`src/rtl/bch_encoder_15_7_if.sv`:
```
// Message and codeword handshake bundle for the BCH(15,7) encoder.
// The encoder takes the slave view; the producer/consumer side takes the master view.
interface bch_encoder_15_7_if;
    logic        msg_valid;
    logic        msg_ready;
    logic [6:0]  msg;
    logic        cw_valid;
    logic        cw_ready;
    logic [14:0] codeword;

    modport master (
        output msg_valid,
        output msg,
        output cw_ready,
        input  msg_ready,
        input  cw_valid,
        input  codeword
    );

    modport slave (
        input  msg_valid,
        input  msg,
        input  cw_ready,
        output msg_ready,
        output cw_valid,
        output codeword
    );
endinterface

```
`src/rtl/bch_encoder_15_7.sv`:
```
// Bit-serial systematic BCH(15,7) encoder over GF(2^4): parity = x^8*m(x) mod g(x),
// one message bit per cycle, codeword = {msg, parity} with bit i the coefficient of x^i.
module bch_encoder_15_7 #(
    parameter logic [7:0] PARITY_POLY = 8'hD1
) (
    input  logic                 clk,
    input  logic                 rst,
    bch_encoder_15_7_if.slave    bus,
    output logic                 busy,
    output logic [1:0]           state_dbg
);

    typedef enum logic [1:0] {
        IDLE  = 2'd0,
        SHIFT = 2'd1,
        DONE  = 2'd2
    } state_t;

    state_t      state, state_next;
    logic [6:0]  msg_reg, msg_reg_next;
    logic [7:0]  p, p_next;
    logic [2:0]  cnt, cnt_next;
    logic        b;
    logic        fb;

    // Both handshakes: a transfer happens on a rising edge where valid && ready.
    // valid/ready are decoded from state only, so no input reaches an output
    // combinationally; msg_ready and cw_valid are mutually exclusive.
    assign bus.msg_ready = (state == IDLE);
    assign bus.cw_valid  = (state == DONE);
    assign bus.codeword  = {msg_reg, p};
    assign busy          = (state != IDLE);
    assign state_dbg     = state;

    // Highest-degree message bit enters the divider first.
    assign b  = msg_reg[3'd6 - cnt];
    assign fb = b ^ p[7];

    always_comb begin
        state_next   = state;
        msg_reg_next = msg_reg;
        p_next       = p;
        cnt_next     = cnt;
        unique case (state)
            IDLE: begin
                if (bus.msg_valid) begin
                    msg_reg_next = bus.msg;
                    p_next       = 8'h00;
                    cnt_next     = 3'd0;
                    state_next   = SHIFT;
                end
            end
            SHIFT: begin
                p_next = {p[6:0], 1'b0} ^ ({8{fb}} & PARITY_POLY);
                if (cnt == 3'd6) begin
                    state_next = DONE;
                end else begin
                    cnt_next = cnt + 3'd1;
                end
            end
            DONE: begin
                if (bus.cw_ready) begin
                    state_next = IDLE;
                end
            end
            default: begin
                state_next = IDLE;
            end
        endcase
    end

    always_ff @(posedge clk or posedge rst) begin
        if (rst) begin
            state   <= IDLE;
            msg_reg <= 7'h00;
            p       <= 8'h00;
            cnt     <= 3'd0;
        end else begin
            state   <= state_next;
            msg_reg <= msg_reg_next;
            p       <= p_next;
            cnt     <= cnt_next;
        end
    end

endmodule
```
`src/flat_wrapper.sv`:
```
// flat-port wrapper written by rule: the top's interface ports become plain ports
module bch_encoder_15_7_flat 
#(
    parameter logic [7:0] PARITY_POLY = 8'hD1
)
  (clk, rst, busy, state_dbg, bus_msg_valid, bus_msg, bus_cw_ready, bus_msg_ready, bus_cw_valid, bus_codeword);
  bch_encoder_15_7_if bus_i ();
  input  logic clk;
  input  logic rst;
  output logic busy;
  output logic [1:0] state_dbg;
  input wire logic [$bits(bus_i.msg_valid)-1:0] bus_msg_valid;
  input wire logic [$bits(bus_i.msg)-1:0] bus_msg;
  input wire logic [$bits(bus_i.cw_ready)-1:0] bus_cw_ready;
  output wire logic [$bits(bus_i.msg_ready)-1:0] bus_msg_ready;
  output wire logic [$bits(bus_i.cw_valid)-1:0] bus_cw_valid;
  output wire logic [$bits(bus_i.codeword)-1:0] bus_codeword;
  assign bus_i.msg_valid = bus_msg_valid;
  assign bus_i.msg = bus_msg;
  assign bus_i.cw_ready = bus_cw_ready;
  assign bus_msg_ready = bus_i.msg_ready;
  assign bus_cw_valid = bus_i.cw_valid;
  assign bus_codeword = bus_i.codeword;
  bch_encoder_15_7 #(.PARITY_POLY(PARITY_POLY)) u_core (.clk(clk), .rst(rst), .bus(bus_i), .busy(busy), .state_dbg(state_dbg));
endmodule
```
`config.mk`:
```
export PLATFORM = sky130hd
export DESIGN_NAME = bch_encoder_15_7_flat
export DESIGN_NICKNAME = d
export VERILOG_FILES = /design/src/rtl/bch_encoder_15_7_if.sv /design/src/rtl/bch_encoder_15_7.sv /design/src/flat_wrapper.sv
export SDC_FILE = /design/constraint.sdc
export NUM_CORES = 1
export LEC_CHECK = 0
export CAP_MARGIN = 40
export CORE_ASPECT_RATIO = 1.75
export CORE_UTILIZATION = 37
export CTS_BUF_LIST = sky130_fd_sc_hd__clkbuf_16
export DETAILED_ROUTE_END_ITERATION = 12
export PLACE_DENSITY = 0.64
export SETUP_SLACK_MARGIN = 0.2
export SLEW_MARGIN = 20
export SYNTH_ARGS = -nofsm -noshare
export SYNTH_HDL_FRONTEND = slang
export SYNTH_SLANG_ARGS = --single-unit
export TNS_END_PERCENT = 30
```
`constraint.sdc`:
```
create_clock -name clk -period 3.7 [get_ports clk]
set_input_delay 1.11 -clock clk [delete_from_list [all_inputs] [get_ports clk]]
set_output_delay 1.11 -clock clk [all_outputs]
set_load 0.005 [all_outputs]
```
==> qor.yml <==
logic_synthesis:
  synth-seq-cells: 20
  synth.avg_cell_area_um2: 12.3
  ys_top_cells_by_area: "dfrtp_1, a22o_1, mux2_2"
  syn-num-nets: 93
  synth_edf_count: 0
  synth_ff_type: "dfrtp_1"
  syn_inst: 79
  yosysMostFrequentCell: "dfrtp_1"
  synthTopCellsByCount: "dfrtp_1, a22o_1, mux2_2, inv_1"
  synth_cell_types: 24
  synth.cell_area_um2: 968
  yosysSeqAreaShare: 0.517
  synth.largest_area_cell: "dfrtp_1"
  yosys_warnings: 0
  async_flop_share: 1.00
  synth_top_cell_area_share: 0.517
worst_setup_path:
  crit_arrival_ns: 1.48
  r2r_slack_ns: 1.50
  slowest_delay_ns: 0.54
  critPathMaxFanout: 9
  path_class: "register to output port"
  ff2ff_path_depth: 6
  start_kind: "register"
  required_ns: 2.59
  path_cells: "nor2_1 -> clkdlybuf4s50_1"
  end_kind: "output port"
  critPathSlowestCell: "clkdlybuf4s50_1"
drt:
  post_drt_via_cell_ratio: 5.28
  dr.pass1.iters: 3
  wl_per_cell_um: 15.5
  vias: 713
  drc: 0
  drt_wl_total_um: 2090
  drt.antenna.violating_nets: 0
  drt_iter0_drc: 19
cells_and_area:
  num_antenna_cells: 0
  area.growth.synth_to_final_pct: 41.3
  fin_nets: 125
  fin_util: 0.549
  layout.cells.non_filler: 135
  layout-drive-gt1-share: 0.128
  largest_reg_flops: 8
flow_run:
  maxCapViolations: 0
global_route:
  track_usage: 0.179
  grt_pass1_vias: 786
  antenna_found_initial: 0
  overflow: 0
  grt_pass1_wl_um: 3480
  grt_max_degree: 21
clocking:
  numCtsBuffers: 3
  postCtsHoldBufs: 0
  htreeDepth: 1
  cts_setup_buffers: 0
  cts.sinks: 20
  path_clk_slew_ns: 0.05
  cts_tree: "built"
  clock_latency_ns: 0.25
  clockBufferDepth: 2
  cts_resized: 0
  root_buffer: "clkbuf_16"
die:
  die_x_um: 40.7
  initial_utilization: 0.389
  ios: 31
  die_y_um: 69.7
  die_area_um2: 2830
  core_um2: 2490
  rows: 24
timing:
  fin_hold_ws_ns: 0.525
  finalSetupTns_ns: 0
  fin_crit_sh: 0.701
  rsz0062_at_grt: "false"
  finalClockSkew_ns: 0.00327
  maxSlewViolCount: 0
  min_period_ns: 2.59
  slew_headroom: 0.533
  tightestPinTransition_ns: 0.699
  fmax_mhz: 386
  setup_viol: 0
  finalHoldViolations: 0
power:
  p_per_area_nw_per_um2: 1010
  p_leak_uw: 0.000613
  ir_drop_mv: 0.470
placement:
  dp_cells: 131
  io_buffers: 30
  dp_hpwl_um: 1530
  gp_congestion: 0.842
status:
  status: "completed"
min_path:
  min_path_type: "register to register"
  hold_path_depth: 1
[metal layers]
metal / vias to the layer above / wire length, µm / track usage
li1: 336 / - / -
met1: 344 / 844 / 0.203
met2: 26 / 1100 / 0.295
met3: 7 / 81 / 0.0321
met4: 0 / 63 / 0.0889
met5: - / 0 / 0
[critical path, delay by kind of cell, from the launching register on]
family                 cells  cell delay, ns
buffers and inverters      1            0.54
and+or+nand+nor            1            0.22
DFF                        1            0.47
[metrics by stage]
| stage | setup WS, ns | area [µm²] | total power (µW) |
|---|---|---|---|
| 6_report | 1.11 | 1370 | 1380 |
| 5_1_grt | 1.04 | 1370 | 1490 |
| 4_1_cts | 1.10 | 1350 | 1400 |
| 3_5_place_dp | 1.18 | 1280 | 1170 |
| 3_3_place_gp | 1.26 | 1280 | 1140 |
| 2_1_floorplan | 1.69 | 968 | 892 |
[power by group]
group	leakage, µW	switching (µW)	internal (µW)
registers	0.000244	120	330
logic	0.000332	268	441
clock network	0.0000370	76.2	142
total	0.000613	465	914
[final timing paths]
kind | startpoint | to
max | u_core.state_dbg[0] | bus_msg_ready
max in group asynchronous | rst | u_core.cnt[2]
min reg2reg | u_core.p[1] | u_core.p[2]
max reg2reg | u_core.cnt[0] | u_core.p[6]
min | u_core.p[1] | u_core.p[2]
min in group asynchronous | rst | u_core.p[4]
[cells by family (layout without fill, tap and decap cells)]
| logic type | Yosys count | after routing | synth area share |
|---|---|---|---|
| buf+inv | 9 | 39 | 0.0426 |
| xor+xnor | 5 | 5 | 0.0530 |
| fa+ha+maj | 3 | 3 | 0.0388 |
| mux | 11 | 11 | 0.136 |
| simple gates | 14 | 14 | 0.0827 |
| compound gates | 17 | 17 | 0.130 |
| flops | 20 | 20 | 0.517 |
[cells in the final DEF, fill, tap and decap left out, types with 2 or more instances in the layout]
cell type	count
inv_1	5
nand3_1	2
and2_1	2
a21oi_1	3
o22ai_1	2
nand2_1	3
dfrtp_1	20
mux2i_1	3
nor2b_1	3
clkdlybuf4s50_1	30
a22o_1	9
mux2_2	7
nor2_1	2
ha_1	3
clkbuf_16	3
xor2_1	3
[final cells by class]
cell class              count  area [µm²]
fillers                   237        1120
multi-input cells          50         427
inverters                   5        18.8
clock buffers               3        75.1
well taps                  26        32.5
flip-flops and latches     20         500
repair buffers             31         315
No activity file was read; power rests on OpenSTA's default activity.
==> RTL change 1: new RTL, same settings <==
Reset style: synchronous (`rst`), changed in one clocked block.
--- a/src/rtl/bch_encoder_15_7.sv
+++ b/src/rtl/bch_encoder_15_7.sv
@@ -70,5 +70,5 @@
     end
 
-    always_ff @(posedge clk or posedge rst) begin
+    always_ff @(posedge clk) begin
         if (rst) begin
             state   <= IDLE;
Function: differs if rst is asserted again (counterexample within 4 cycles, from zero or initial values and one cycle with rst high); with rst held inactive, the same outputs for 10 cycles.
==> RTL change 1 against the original RTL <==
  * Fmax rose by 3.9%
  * Synthesized area rose by 1.8%
  * Final area fell by 2.3%
  * Sequential cell count unchanged
  * Register-to-register slack better by 110 ps
  * Non-clock buffer count decreased by 1
  * Setup slack better by 96 ps
  * Core utilization is 1.9 points lower
  * Critical path type unchanged
  * Cell count is 24% higher
  * Count of clock-buffer cells in the layout unchanged
  * Critical endpoint unchanged
  * Routed wire length shrank 0.67%
Power is not compared: it rests on default switching activity, and its combinational part moved more than twofold at a synthesized area within 25%.
==> RTL change 1: results (changes against the original RTL) <==
[drt]
vias=885  ; +24%
drtPass1Iterations=4  ; +1
wl_mm=2.08  ; -0.67%
first_iter_violations=39  ; +20

[synthesis]
synth_common_cells=21 x nand2_1, 20 x dfxtp_1, 19 x a21oi_1
yosysSeqAreaShare_pct=40.6  ; -11 points
synth_cell_types=30  ; +25%
syn_nets=130  ; +40%
synth-async-reset-ratio_pct=0  ; -100 points
synth.area.top_cells=dfxtp_1 41%, a21oi_1 9.6%, nand2_1 8.0%

[timing]
worst_pin_slew_ps=741  ; +41.7 ps
fin_worst_skew_ps=3.76  ; +0.489 ps

[grt]
grt_max_degree=21  ; unchanged
grt_pass1_vias=789  ; +0.38%
grt.total_usage_pct=16.9  ; -0.96 points

[place]
globalplace.congestion=0.758  ; -9.9%
place_hpwl_mm=1.53  ; about the same

[clock_tree]
ctsLongestPathBuffers=2  ; unchanged
htree_levels=1  ; unchanged

[power]
p_leak_uw=0.000492

[critical_path]
crit_arrival_ps=1390  ; -90 ps
critPathSlowestCell=clkdlybuf4s50_1
crit_fanout=7  ; -2

[run_status]
status=finished, final reports clean

[finish]
num-nets-final=157  ; +26%
drive_gt1_share_pct=3.52  ; -9.3 points
fill_cells=237  ; unchanged
insertedDiodeCount=0  ; unchanged

-- RTL change 1: worst min-delay path: cells and delay by family, from the launching register on --
| family | cells | cell delay, ps |
|---|---|---|
| and+or+nand+nor | 1 | 50 |
| AOI/OAI and AO/OA | 1 | 50 |
| DFF | 1 | 310 |
-- RTL change 1: layer usage --
layer / routed length (µm) / global-route usage [%] / share of wire, % / up-vias
met4: 27 / 6.67 / 1.3 / 0
met1: 849 / 20.4 / 41 / 414
met5: 0 / 0 / 0 / -
met2: 1140 / 27.6 / 55 / 21
met3: 65 / 2.86 / 3.1 / 2
li1: - / - / - / 448
-- RTL change 1: final cells by class --
cell class              count  area (µm²)  share of cell area, %
flip-flops and latches     20         400                   29.9
clock inverters             1        3.75                  0.281
multi-input cells          86         518                   38.7
repair buffers             30         300                   22.5
inverters                   2        7.51                  0.561
clock buffers               3        75.1                   5.61
well taps                  26        32.5                   2.43
-- RTL change 1: report_power, final --
part | switching [µW] | internal (µW)
sequential | 8.65 | 224
clock | 75.5 | 144
combinational | 31.2 | 38.7
-- RTL change 1: cell families after synthesis --
family,Yosys count,synth area share (%)
xor+xnor,6,7.23
flops,20,40.6
fa+ha+maj,3,3.81
mux,3,4.31
buf+inv,10,6.85
simple gates,47,22.3
compound gates,27,14.8
-- RTL change 1: final timing paths --
| path | startpoint | cells past startpoint | endpoint | slack [ps] |
|---|---|---|---|---|
| worst max-delay path | u_core.state_dbg[0] | 2 | bus_msg_ready | 1200 |
| worst min-delay path | u_core.p[0] | 2 | u_core.p[1] | 460 |
| worst max register to register | u_core.cnt[0] | 7 | u_core.p[6] | 1610 |
| worst min register to register | u_core.p[0] | 2 | u_core.p[1] | 460 |
-- RTL change 1: stage by stage --
stage / power (µW) / worst slack [ps] / instance area [µm²] / std cells / hold WS [ps]
2_1_floorplan: 276 / 1760 / 986 / 116 / 461
3_3_place_gp: 307 / 1190 / 1260 / 164 / 455
3_5_place_dp: 308 / 1110 / 1260 / 164 / 459
4_1_cts: 528 / 1190 / 1340 / 168 / 468
5_1_grt: 544 / 1120 / 1340 / 168 / 482
6_report: 522 / 1200 / 1340 / 168 / 463
==> RTL change 2: new RTL, config.mk and constraints unchanged <==
Without the edit above. Put one more register stage on the output `state_dbg`, cleared by the reset. The value now appears one clock later. The other outputs are not delayed to match.
--- a/src/rtl/bch_encoder_15_7.sv
+++ b/src/rtl/bch_encoder_15_7.sv
@@ -31,5 +31,11 @@
     assign bus.codeword  = {msg_reg, p};
     assign busy          = (state != IDLE);
-    assign state_dbg     = state;
+    always_ff @(posedge clk or posedge rst) begin
+        if (rst) begin
+            state_dbg <= '0;
+        end else begin
+            state_dbg <= state;
+        end
+    end
 
     // Highest-degree message bit enters the divider first.
Behaviour: not the same (Yosys sat finds a counterexample within 4 cycles, from zero or initial values and one cycle with rst high).
==> RTL change 2 against the original RTL <==
  * Routed wire length up 1.6%
  * Power increased by 5.4%
  * Via count is 6.2% higher
  * Synthesized area is 8.3% higher
  * Final area rose by 7.0%
  * Setup slack worse by 63 ps
  * First-iteration DRC count is 5.3% lower
  * Combinational power rose by 6.5%
  * Sequential cell count rose by 2
  * Critical endpoint unchanged
==> RTL change 2: results (changes against the original RTL) <==
[run_status]
status=finished, final reports clean

[clock_tree]
clock_latency_ps=250  ; about the same
cts_resized=0  ; unchanged

[timing]
min_period_over_period_pct=71.8  ; +1.7 points
worst_slew_margin_rel_pct=58.1  ; +4.7 points
fin_worst_skew_ps=2.17  ; -1.10 ps

[power]
power_frac_seq_pct=32.5  ; -0.2 points
p_leak_uw=0.000663  ; +8.2%
p_int_uw=971  ; +6.3%
powerSeq_uw=472  ; +4.7%
powerComb_uw=755  ; +6.5%
worst_ir_drop_vdd_uv=705  ; +50%

[grt]
grt_max_degree=17  ; -19%
grt_pass1_wl_mm=3.64  ; +4.4%
grt.total_usage_pct=15.8  ; -2.1 points
grt_pass1_vias=803  ; +2.2%
antenna_found_initial=0  ; unchanged

[critical_path]
crit_arrival_ps=1550  ; +70 ps
crit_start=u_core.state[0]
crit_fanout=9  ; unchanged
ff2ff_setup_slack_ps=1550  ; +50 ps

[place]
placed_area_um2=1390  ; +8.4%
globalplace.congestion=0.766  ; -8.9%
dp.cells=138  ; +5.3%
place_hpwl_mm=1.61  ; +4.8%

[finish]
drive_gt1_share_pct=9.57  ; -3.3 points
num-nets-final=130  ; +4.0%
fill_cells=241  ; +1.7%
largest_reg_flops=8  ; unchanged

[drt]
wl_mm=2.13  ; +1.6%
vias=757  ; +6.2%
wl_per_cell_um=15.0  ; -3.4%
first_iter_violations=18  ; -1
drtPass1Iterations=4  ; +1

[worst_hold_path]
min-delay-start=u_core.state[1]

[synthesis]
yosysSeqAreaShare_pct=52.5  ; +0.83 points
synth_cells=84  ; +6.3%
synth_common_cells=22 x dfrtp_1, 6 x a22o_1, 5 x mux2_2, 5 x nand2_1
synth_cell_types=32  ; +33%
syn_nets=98  ; +5.4%
synth.area.top_cells=dfrtp_1 53%, mux2_2 5.4%, a22o_1 5.0%
synth_warnings=0  ; unchanged

==> RTL change 2: layer usage <==
metal / share of wire [%] / track usage [%]
met3: 2.9 / 2.49
met4: 1.1 / 7.29
met1: 39 / 17.0
met5: 0 / 0
met2: 57 / 29.4
==> RTL change 2: through the flow <==
step | hold WS, ps | utilization [%] | worst slack, ps | total power, µW
3_3_place_gp | 482 | 50.5 | 1240 | 1210
3_5_place_dp | 495 | 51.5 | 1210 | 1240
6_report | 517 | 54.5 | 1040 | 1450
2_1_floorplan | 437 | - | 1680 | 960
5_1_grt | 541 | 54.5 | 985 | 1560
4_1_cts | 511 | 54.5 | 1040 | 1470
==> RTL change 2: path summary, 6_finish.rpt <==
check / endpoint / cells past startpoint
worst max register to register: u_core.p[6] / 6
min in group asynchronous: u_core.msg_reg[6] / 2
worst min register to register: u_core.state_dbg[1] / 0
worst min-delay path: u_core.state_dbg[1] / 0
worst max-delay path: bus_msg_ready / 3
max in group asynchronous: u_core.state_dbg[0] / 3
==> RTL change 2: area by class of cell <==
cell class	count	share of cell area, %
Inverter	5	1.28
Timing Repair Buffer	31	22.4
Sequential cell	22	37.6
Tap cell	27	2.31
Clock buffer	3	5.12
Clock inverter	1	0.256
Multi-Input combinational cell	53	31.1
==> RTL change 2: kinds of logic after synthesis <==
kind of cell    after synthesis  synth area share (%)
simple gates                 18                  9.07
mux                          12                  13.5
fa+ha+maj                     3                  3.58
compound gates               15                  10.5
xor+xnor                      5                  6.80
flops                        22                  52.5
buf+inv                       9                  4.06
==> RTL change 2: worst max-delay path, stage by stage, from the launching register on <==
cell and delay [ps]:
dfrtp_1 470, or2_1 280, inv_2 60, clkdlybuf4s50_1 490
